## config.mk

```make
export PLATFORM = sky130hd
export DESIGN_NAME = debounce
export DESIGN_NICKNAME = d
export VERILOG_FILES = /design/src/rtl/debounce_pkg.sv /design/src/rtl/debounce_sync2.sv /design/src/rtl/debounce.sv
export SDC_FILE = /design/constraint.sdc
export NUM_CORES = 1
export LEC_CHECK = 0
export ABC_CLOCK_PERIOD_IN_PS = 2500
export BUFFER_PORTS_ARGS = -buffer_cell sky130_fd_sc_hd__buf_4
export CORE_MARGIN = 5
export CORE_UTILIZATION = 51
export CTS_CLUSTER_DIAMETER = 100
export DETAILED_ROUTE_END_ITERATION = 16
export PLACE_DENSITY_LB_ADDON = 0.12
export RECOVER_POWER = 100
export SYNTH_ARGS = -nofsm -noshare
export SYNTH_HDL_FRONTEND = slang
export SYNTH_SLANG_ARGS = --single-unit
export TNS_END_PERCENT = 5
```

## constraint.sdc

```tcl
create_clock -name clk -period 2.5 [get_ports clk]
set_input_delay 0.25 -clock clk [delete_from_list [all_inputs] [get_ports clk]]
set_output_delay 0.25 -clock clk [all_outputs]
set_load 0.05 [all_outputs]
```

## src/rtl/debounce_pkg.sv

```systemverilog
// Shared types and constants for the switch debouncer.
package debounce_pkg;

    // Debounce FSM states. Rise = WAIT1_k, Fall = WAIT0_k.
    typedef enum logic [2:0] {
        StZero,
        StRise1,
        StRise2,
        StRise3,
        StOne,
        StFall1,
        StFall2,
        StFall3
    } state_t;

    // Number of counter ticks a changed level must survive before it is accepted.
    localparam int unsigned CONFIRM_TICKS = 3;

endpackage

```

## src/rtl/debounce_sync2.sv

```systemverilog
// Two-flop synchronizer for a single asynchronous level.
module debounce_sync2 (
    input  logic clk_i,
    input  logic rst_ni,
    input  logic d_i,
    output logic q_o
);

    logic meta_q;
    logic sync_q;

    // Shift the raw level through two flops to settle metastability.
    always_ff @(posedge clk_i or negedge rst_ni) begin
        if (!rst_ni) begin
            meta_q <= 1'b0;
            sync_q <= 1'b0;
        end else begin
            meta_q <= d_i;
            sync_q <= meta_q;
        end
    end

    assign q_o = sync_q;

endmodule

```

## src/rtl/debounce.sv

```systemverilog
// Mechanical-switch debouncer: clean level plus a one-cycle pulse on each confirmed press.
module debounce
    import debounce_pkg::*;
#(
    parameter int unsigned N = 19
) (
    input  logic clk,
    input  logic reset,
    input  logic sw,
    output logic db_level,
    output logic db_tick
);

    logic         sw_s;
    logic [N-1:0] cnt_q, cnt_d;
    logic         m_tick;
    state_t       state_q, state_d;
    logic         db_level_q, db_level_d;

    debounce_sync2 u_sync (
        .clk_i  (clk),
        .rst_ni (reset),
        .d_i    (sw),
        .q_o    (sw_s)
    );

    // Free-running tick counter; a tick is the cycle where it reads zero.
    always_comb begin
        cnt_d = cnt_q + N'(1);
    end

    assign m_tick = (cnt_q == '0);

    // Confirmation FSM: a reversal always wins over a tick and drops back to the stable state.
    always_comb begin
        state_d = state_q;
        db_tick = 1'b0;
        unique case (state_q)
            StZero:  if (sw_s) state_d = StRise1;
            StRise1: begin
                if (!sw_s)       state_d = StZero;
                else if (m_tick) state_d = StRise2;
            end
            StRise2: begin
                if (!sw_s)       state_d = StZero;
                else if (m_tick) state_d = StRise3;
            end
            StRise3: begin
                if (!sw_s) begin
                    state_d = StZero;
                end else if (m_tick) begin
                    state_d = StOne;
                    db_tick = 1'b1;
                end
            end
            StOne:   if (!sw_s) state_d = StFall1;
            StFall1: begin
                if (sw_s)        state_d = StOne;
                else if (m_tick) state_d = StFall2;
            end
            StFall2: begin
                if (sw_s)        state_d = StOne;
                else if (m_tick) state_d = StFall3;
            end
            StFall3: begin
                if (sw_s)        state_d = StOne;
                else if (m_tick) state_d = StZero;
            end
        endcase
    end

    // Level is high in the stable-one state and while a release is still unconfirmed.
    always_comb begin
        db_level_d = (state_d == StOne)   || (state_d == StFall1) ||
                     (state_d == StFall2) || (state_d == StFall3);
    end

    // State, counter and registered level; reset forces everything low immediately.
    always_ff @(posedge clk or negedge reset) begin
        if (!reset) begin
            cnt_q      <= '0;
            state_q    <= StZero;
            db_level_q <= 1'b0;
        end else begin
            cnt_q      <= cnt_d;
            state_q    <= state_d;
            db_level_q <= db_level_d;
        end
    end

    assign db_level = db_level_q;

endmodule

```

==> impl_metrics.json, run 1 <==
{
  "worst_slew_pin_slew_ns": 1.313,
  "status": "completed",
  "dieArea_um2": 3295,
  "rsz0062_at_grt": "false",
  "hold_viol_final": 0,
  "power_density_nw_per_um2": 489.1,
  "wl_mm": 1.871,
  "async_flop_share_pct": 100.0,
  "yosysWarnings": 0,
  "cts_tree": "done",
  "fin_setup_tns_ns": 0,
  "p_clk_share_pct": 29.2,
  "io_buffers": 4,
  "die_height_um": 57.41,
  "fin_cells": 134,
  "fmax_mhz": 457.9,
  "grtUsageTotal_pct": 13.70,
  "synth_seq_area_share_pct": 54.59,
  "finalSetupViolCount": 0,
  "maxSlewHeadroom_pct": 12.48,
  "combinationalPowerShare_pct": 2.0,
  "hp-class": "primary input to flip-flop",
  "drc": 0,
  "fin_crit_sh_pct": 87.36,
  "synth_area_um2": 1146,
  "wl_per_cell_um": 13.96,
  "grt_pass1_wl_mm": 3.532,
  "placed_area_um2": 1217,
  "grt_pass1_vias": 757,
  "cts_buffers": 3,
  "ant_nets": 0,
  "grt_max_degree": 26,
  "switching_share_pct": 20.92,
  "antenna_found_initial": 0,
  "cp.arrival_ns": 1.93,
  "yosys-top-cells-area": "dfrtp_1 55%, xnor2_1 8.4%, xor2_1 5.3%",
  "synth_commonest_cells": "25 x dfrtp_1, 11 x nand3_1, 11 x xnor2_1, 9 x nor2_1, 7 x xor2_1",
  "cts.htree.levels": 1,
  "globalRouteOverflowTotal": 0,
  "synth_top_area_share_pct": 54.59,
  "skew_ns": 0.001758,
  "fin_crit_ns": 2.184,
  "sequentialPowerShare_pct": 68.8,
  "num_rows": 17,
  "start_util_pct": 52.83,
  "synth_top_cell_by_area": "dfrtp_1",
  "final_cell_area_um2": 1215,
  "die_w_um": 57.41,
  "timing.setup.critical_path_class": "flip-flop to primary output",
  "synth_cell_types": 24,
  "synth_seq_cells": 25,
  "cp_max_fo": 4,
  "layout-area-overhead-vs-synth_pct": 6.005,
  "cts_root_buf": "clkbuf_4",
  "core_um2": 2170,
  "cts_resized": 0,
  "power.switching_w": 0.0001243,
  "clock_path_buffers": 2,
  "cts_setup_buffers": 0,
  "clkTransAtPathRegs_ns": 0.13,
  "yosysMostFrequentCell": "dfrtp_1",
  "p_int_w": 0.0004699,
  "syn_area_per_cell_um2": 11.82,
  "power.leakage_nw": 0.5771,
  "syn-num-nets": 102,
  "dp.cells": 129,
  "diodes": 0,
  "clock_latency_ns": 0.31,
  "clock_sinks": 25,
  "fin_nets": 112,
  "peakVddDrop_mv": 0.2689,
  "slew_violations": 0,
  "critPathLaunchType": "flip-flop",
  "dp.final_hpwl_mm": 1.395,
  "vias": 737,
  "place.gp.congestion": 0.7505,
  "io_pins": 5,
  "synthCells": 97,
  "synthFlopType": "dfrtp_1",
  "power_w": 0.0005942,
  "drv_cap": 0,
  "synth_edf_count": 0,
  "drive_gt1_share_pct": 10.38,
  "first_iter_violations": 12,
  "via_per_inst": 5.500,
  "firstDrtPassIters": 2,
  "worst_setup_path_end_kind": "primary output",
  "required_ns": 2.25
}
## metrics by stage
stage / setup slack [ns] / hold WS [ns] / util, %
2_1_floorplan: 0.3052 / -0.04559 / -
5_1_grt: 0.1092 / 0.03590 / 56.00
3_5_place_dp: 0.6684 / 0.1705 / 56.11
3_3_place_gp: 0.7119 / 0.1661 / 56.11
4_1_cts: 0.2904 / 0.04000 / 57.84
6_report: 0.3161 / 0.06753 / 56.00
## worst paths after layout
| kind | from | cells after the start | end | slack, ns |
|---|---|---|---|---|
| max | cnt_q[0] | 6 | db_tick | 0.32 |
| max reg2reg | cnt_q[0] | 5 | cnt_q[18] | 0.62 |
| min reg2reg | u_sync.meta_q | 0 | u_sync.q_o | 0.39 |
| min in group asynchronous | reset | 2 | cnt_q[11] | 0.74 |
| max in group asynchronous | reset | 2 | cnt_q[10] | 1.00 |
| min | sw | 1 | u_sync.meta_q | 0.07 |
## power by group through the flow
stage                     Sequential (W)  Combinational [W]  Clock, W
after global placement          0.000416          0.0000118         0
final                           0.000409          0.0000119  0.000173
after floorplan                 0.000416         0.00000158         0
after detailed placement        0.000417          0.0000124         0
after CTS                       0.000409          0.0000136  0.000181
after global routing            0.000410          0.0000143  0.000206
## critical path, stage by stage, from the launching register on
cell	delay, ns
dfrtp_1	0.44
inv_1	0.08
ha_1	0.15
nor4b_1	0.30
nand3_1	0.20
nor4_2	0.23
buf_4	0.23
## cell type report
class | count | area, µm²
clock buffers | 3 | 22.52
clock inverters | 1 | 5.005
fillers | 189 | 954.7
inverters | 3 | 11.26
multi-input cells | 69 | 483.0
flip-flops and latches | 25 | 625.6
well taps | 28 | 35.03
repair buffers | 5 | 32.53
## registers in the layout, summed over array words and instances, names as in the netlist
signal / cells
u_sync.q_o: 1
state_q: 3
cnt_q: 19
u_sync.meta_q: 1
db_level: 1
## timing repair
item / CTS / global route
hold buffers: 1 / 0
setup endpoints to repair: 0 / 0
hold endpoints to repair: 25 / 0
## logic make-up (layout without fill, tap and decap cells)
kind of cell             after synthesis  in the layout  synth area share, %
AND/OR/NAND/NOR                       44             44                25.22
AO/OA/AOI/OAI                          3              3                1.310
flip-flops                            25             25                54.59
XOR/XNOR                              18             18                13.76
adder cells (fa/ha/maj)                2              2                2.183
multiplexers                           2              2                1.965
buffers and inverters                  3             12               0.9825
## metal layers
| metal | GRT usage, % | vias to the layer above | share of wire, % |
|---|---|---|---|
| li1 | - | 355 | - |
| met1 | 18.79 | 371 | 46 |
| met2 | 21.94 | 7 | 50 |
| met3 | 2.715 | 4 | 2.8 |
| met4 | 3.974 | 0 | 1.4 |
| met5 | 0 | - | 0 |
## layout by cell type (no fill, tap or decap), drive strengths merged
master	synthesis	layout
mux2	2	2
and4	1	1
clkbuf	0	6
xnor2	11	11
inv	3	3
and2	1	1
a21oi	2	2
nand4	4	4
dlygate4sd3	0	1
nor3	2	2
nand2b	1	1
and3	4	4
xor2	7	7
nand2	5	5
dfrtp	25	25
o21ai	1	1
clkinv	0	1
nor4	4	4
buf	0	1
nor4b	1	1
ha	2	2
nand3	11	11
nand4b	1	1
nor2	9	9
Note: power is estimated with default switching activity, not from simulation.
==> run 2, diff against run 1 <==
ABC_CLOCK_PERIOD_IN_PS = 2100   (was 2500)
CORE_UTILIZATION = 50   (was 51)
SLEW_MARGIN = 5   (was default)
clock period = 2.1 ns   (was 2.5 ns; I/O delays follow)
==> impl_metrics.json, run 2 (synthesized netlist as in run 1, its figures left out) <==
{
  "worst_slew_pin_slew_ns": 0.3626,
  "wl_mm": 1.980,
  "peakVddDrop_mv": 0.3874,
  "pre_cts_ws_ns": 0.2889,
  "first_iter_violations": 15,
  "required_ns": 1.89,
  "placed_area_um2": 1226,
  "maxSlewHeadroom_pct": 75.70,
  "finalSetupViolCount": 0,
  "die_height_um": 57.88,
  "power_density_nw_per_um2": 538.2,
  "drive_gt1_share_pct": 22.73,
  "clock_latency_ns": 0.31,
  "num_rows": 17,
  "place.gp.congestion": 0.7446,
  "power.leakage_nw": 0.6385,
  "cts_tree": "done",
  "hold_viol_final": 0,
  "fin_setup_tns_ns": 0,
  "fillers": 183,
  "cts.htree.levels": 1,
  "drv_cap": 0,
  "globalRouteOverflowTotal": 0,
  "core_um2": 2191,
  "most-common-layout-cells": "24 x dfrtp_1, 11 x xnor2_1, 10 x nand3_1",
  "clock_path_buffers": 2,
  "fin_nets": 116,
  "cp_max_fo": 6,
  "fin_crit_sh_pct": 95.81,
  "hp-class": "primary input to async pin",
  "dp.final_hpwl_mm": 1.356,
  "cts_root_buf": "clkbuf_4",
  "top_register": "cnt_q",
  "worst_setup_path_end_kind": "primary output",
  "drc": 0,
  "rsz0062_at_grt": "true",
  "vias": 735,
  "cp.arrival_ns": 1.80,
  "layout-area-overhead-vs-synth_pct": 15.94,
  "final_cell_area_um2": 1329,
  "firstDrtPassIters": 4,
  "grt_max_degree": 26,
  "grt_pass1_wl_mm": 3.394,
  "io_buffers": 4,
  "via_per_inst": 5.326,
  "io_pins": 5,
  "largestRegisters": "cnt_q (19), state_q (3)",
  "ant_nets": 0,
  "slew_violations": 0,
  "start_util_pct": 52.31,
  "clock_sinks": 25,
  "finalCoreUtilization_pct": 60.65,
  "fin_crit_ns": 2.012,
  "cts_buffers": 3,
  "antenna_found_initial": 0,
  "grtUsageTotal_pct": 13.35,
  "dieArea_um2": 3350,
  "r2r_start": "cnt_q[0]",
  "diodes": 0,
  "critPathLaunchType": "flip-flop",
  "whs_ns": 0.3127,
  "grt_pass1_vias": 747,
  "layout_setup_ws_ns": 0.08798,
  "largest_reg_flops": 19,
  "wl_per_cell_um": 14.35,
  "crit_start": "cnt_q[2]",
  "status": "completed",
  "fmax_mhz": 497.0,
  "clkTransAtPathRegs_ns": 0.13,
  "timing.setup.critical_path_class": "flip-flop to primary output",
  "die_w_um": 57.88,
  "final_common_cell": "dfrtp_1",
  "skew_ns": 0.005148
}
## run 2: cell count changes in the layout (fill, tap and decap cells not counted), sizes merged
cell / before / now
buf: 1 / 7
clkbuf: 6 / 4
dlygate4sd3: 1 / 2
clkinv: 1 / 0
## run 2: metal layers
layer / GRT usage (%) / up-vias / routed length [µm]
met2: 20.81 / 8 / 988
met5: 0 / - / 0
met4: 5.960 / 0 / 20
met1: 17.91 / 364 / 910
li1: - / 361 / -
met3: 2.673 / 2 / 62
## run 2: stage by stage
step,instances,power (W)
floorplan,97,0.0004973
finish,138,0.0007151
global placement,129,0.0005098
detailed placement,129,0.0005105
CTS,135,0.0007232
global route,138,0.0007572
## run 2: layout make-up
type,instances,area [µm²],share of cell area [%]
timing repair buffer,9,76.32,5.744
tap,28,35.03,2.637
sequential,25,626.9,47.18
multi-input combinational,69,553.0,41.62
clock buffer,4,26.28,1.977
inverter,3,11.26,0.8475
## run 2: critical path, cell delays in order, from the launching register on
cell	delay (ns)
dfrtp_1	0.49
nor4_2	0.39
nand3_2	0.17
nor4_4	0.24
buf_6	0.19
## run 2: worst paths after layout
check | slack [ns] | depth (start not counted) | to
worst max-delay path | 0.09 | 4 | db_tick
worst min-delay path | 0.31 | 2 | state_q[1]
worst max register to register | 0.38 | 6 | cnt_q[16]
worst min register to register | 0.38 | 0 | u_sync.q_o
max in group asynchronous | 1.53 | 2 | cnt_q[12]
min in group clk | 0.38 | 0 | u_sync.q_o
## run 2: power by group
part           switching, W   total, W  leakage [nW]  internal, W
clock network      0.000137   0.000212        0.0150    0.0000742
registers        0.00000261   0.000487         0.326     0.000484
logic             0.0000105  0.0000166         0.297   0.00000617
total              0.000151   0.000715         0.638     0.000565
## run 2: what timing repair did
item | in CTS | in global routing
resized for setup | 1 | 7
hold buffers | 2 | 0
hold endpoints to repair | 26 | 0
pin swaps | 0 | 3
buffers inserted | 0 | 3
endpoints found under the setup margin | 1 | 1
==> run 3, diff against run 2 <==
CTS_BUF_LIST = sky130_fd_sc_hd__clkbuf_2 sky130_fd_sc_hd__clkbuf_4 sky130_fd_sc_hd__clkbuf_8   (was default)
SYNTH_HIERARCHICAL = 1   (was default)
==> impl_metrics.json, run 3 <==
{
  "status": "completed",
  "slew_violations": 0,
  "finalCoreUtilization_pct": 60.82,
  "grtUsageTotal_pct": 13.39,
  "drive_gt1_share_pct": 23.64,
  "clock_latency_ns": 0.31,
  "clkTransAtPathRegs_ns": 0.13,
  "yosysMostFrequentCell": "dfrtp_1",
  "fin_crit_sh_pct": 94.60,
  "diodes": 0,
  "ff2ff_path_depth": 6,
  "synth_cell_types": 24,
  "power.leakage_nw": 0.6419,
  "sequentialPowerShare_pct": 67.0,
  "antenna_found_initial": 0,
  "rsz0062_at_grt": "true",
  "timing.setup.critical_path_class": "flip-flop to primary output",
  "synth_edf_count": 0,
  "synth_top_cell_by_area": "dfrtp_1",
  "synthCells": 97,
  "wl_met1_um": 919,
  "combinationalPowerShare_pct": 2.3,
  "place.gp.congestion": 0.7446,
  "fillers": 182,
  "regArea_um2": 626.9,
  "regToRegSetupSlack_ns": 0.38,
  "p_int_w": 0.0005775,
  "r2r_start": "cnt_q[0]",
  "io_buffers": 4,
  "worst_r2r_endpoint": "cnt_q[16]",
  "multi_input_area_um2": 553.0,
  "grt_pass1_wl_mm": 3.401,
  "dp.final_hpwl_mm": 1.356,
  "cp_max_fo": 6,
  "fmax_mhz": 503.4,
  "wl_met2_um": 955,
  "cts.htree.levels": 1,
  "yosys-top-cells-area": "dfrtp_1 55%, xnor2_1 8.4%, xor2_1 5.3%",
  "synthFlopType": "dfrtp_1",
  "hold_viol_final": 0,
  "wl_per_cell_um": 14.18,
  "layout-area-overhead-vs-synth_pct": 16.27,
  "firstDrtPassIters": 3,
  "largest_reg_flops": 19,
  "globalRouteOverflowTotal": 0,
  "power.switching_w": 0.0001493,
  "cts_buffers": 3,
  "synth_seq_area_share_pct": 54.59,
  "clock_path_buffers": 2,
  "skew_ns": 0.001830,
  "yosysWarnings": 6,
  "maxSlewHeadroom_pct": 75.85,
  "die_height_um": 57.88,
  "switching_share_pct": 20.54,
  "drv_cap": 0,
  "top_register": "cnt_q",
  "fin_nets": 116,
  "hp-class": "primary input to async pin",
  "dr_wl_met3_um": 46,
  "cts_root_buf": "clkbuf_4",
  "most-common-layout-cells": "24 x dfrtp_1, 11 x xnor2_1, 10 x nand3_1",
  "synth_commonest_cells": "25 x dfrtp_1, 11 x nand3_1, 11 x xnor2_1, 9 x nor2_1, 7 x xor2_1",
  "required_ns": 1.89,
  "clock_sinks": 25,
  "p_clk_share_pct": 30.7,
  "whs_ns": 0.3154,
  "final_common_cell": "dfrtp_1",
  "core_um2": 2191,
  "drc": 0,
  "fin_crit_ns": 1.987,
  "syn-num-nets": 102,
  "die_w_um": 57.88,
  "grt_pass1_vias": 747,
  "top_layer": "met4",
  "ant_nets": 0,
  "via_per_inst": 5.319,
  "worst_setup_path_end_kind": "primary output",
  "async_flop_share_pct": 100.0,
  "start_util_pct": 52.31,
  "num_rows": 17,
  "vias": 734,
  "cp.arrival_ns": 1.78,
  "dieArea_um2": 3350,
  "synth_seq_cells": 25,
  "synth_top_area_share_pct": 54.59,
  "syn_area_per_cell_um2": 11.82,
  "cts_tree": "done",
  "finalSetupViolCount": 0,
  "power_density_nw_per_um2": 545.4,
  "wl_mm": 1.957,
  "grt_max_degree": 26,
  "largestRegisters": "cnt_q (19), state_q (3)",
  "first_iter_violations": 13,
  "synth_area_um2": 1146,
  "io_pins": 5,
  "peakVddDrop_mv": 0.3924,
  "worst_slew_pin_slew_ns": 0.3603,
  "critPathLaunchType": "flip-flop"
}
run 3: cell counts in the layout (fill, tap and decap cells not counted):
Identical to the previous run, type by type.
run 3: power groups by stage:
stage | clock (W) | combinational (W) | sequential [W]
2_1_floorplan | 0 | 0.00000188 | 0.000495
3_3_place_gp | 0 | 0.0000141 | 0.000496
3_5_place_dp | 0 | 0.0000146 | 0.000496
4_1_cts | 0.000232 | 0.0000176 | 0.000487
5_1_grt | 0.000263 | 0.0000199 | 0.000488
6_report | 0.000223 | 0.0000165 | 0.000487
run 3: per-stage QoR:
step	instance area [µm²]	power (W)	worst slack, ns	TNS [ns]	instances
floorplan	1161	0.0004973	0.2298	0	97
global placement	1226	0.0005098	0.3184	0	129
detailed placement	1226	0.0005105	0.2889	0	129
CTS	1282	0.0007360	0.01449	0	135
global route	1333	0.0007702	-0.009837	-0.009837	138
finish	1333	0.0007268	0.1134	0	138
run 3: per-layer routing:
layer / global-route usage, % / vias up
met5: 0 / -
met3: 2.673 / 4
li1: - / 361
met1: 17.91 / 363
met4: 5.960 / 0
met2: 20.97 / 6
run 3: worst max-delay path, stage by stage (launching register included):
cell,delay [ns]
dfrtp_1,0.49
nor4_2,0.37
nand3_2,0.17
nor4_4,0.25
buf_6,0.19
run 3: logic make-up after synthesis:
| family | after synthesis | synth area share, % |
|---|---|---|
| AND/OR/NAND/NOR | 44 | 25.22 |
| flip-flops | 25 | 54.59 |
| multiplexers | 2 | 1.965 |
| buffers and inverters | 3 | 0.9825 |
| adder cells (fa/ha/maj) | 2 | 2.183 |
| XOR/XNOR | 18 | 13.76 |
| AO/OA/AOI/OAI | 3 | 1.310 |
run 3: what timing repair did:
item / in CTS / in global routing
setup endpoints to repair: 1 / 1
hold endpoints to repair: 26 / 0
setup buffers: 0 / 3
gates resized for setup: 1 / 7
hold buffers: 2 / 0
pin swaps: 0 / 3
run 3: worst max path at each step:
| stage | end | slack (ns) | from |
|---|---|---|---|
| final | db_tick | 0.11 | cnt_q[2] |
| after CTS | db_tick | 0.01 | cnt_q[2] |
| after global placement | db_tick | 0.32 | cnt_q[0] |
| after detailed placement | db_tick | 0.29 | cnt_q[0] |
| after global routing | db_tick | -0.01 | cnt_q[1] |
| after floorplan | db_tick | 0.23 | cnt_q[0] |
run 3: cell type report:
class                      instances  share of cell area, %
clock buffer                       4                  2.254
inverter                           3                 0.8451
multi-input combinational         69                  41.50
sequential                        25                  47.04
tap                               28                  2.629
timing repair buffer               9                  5.728
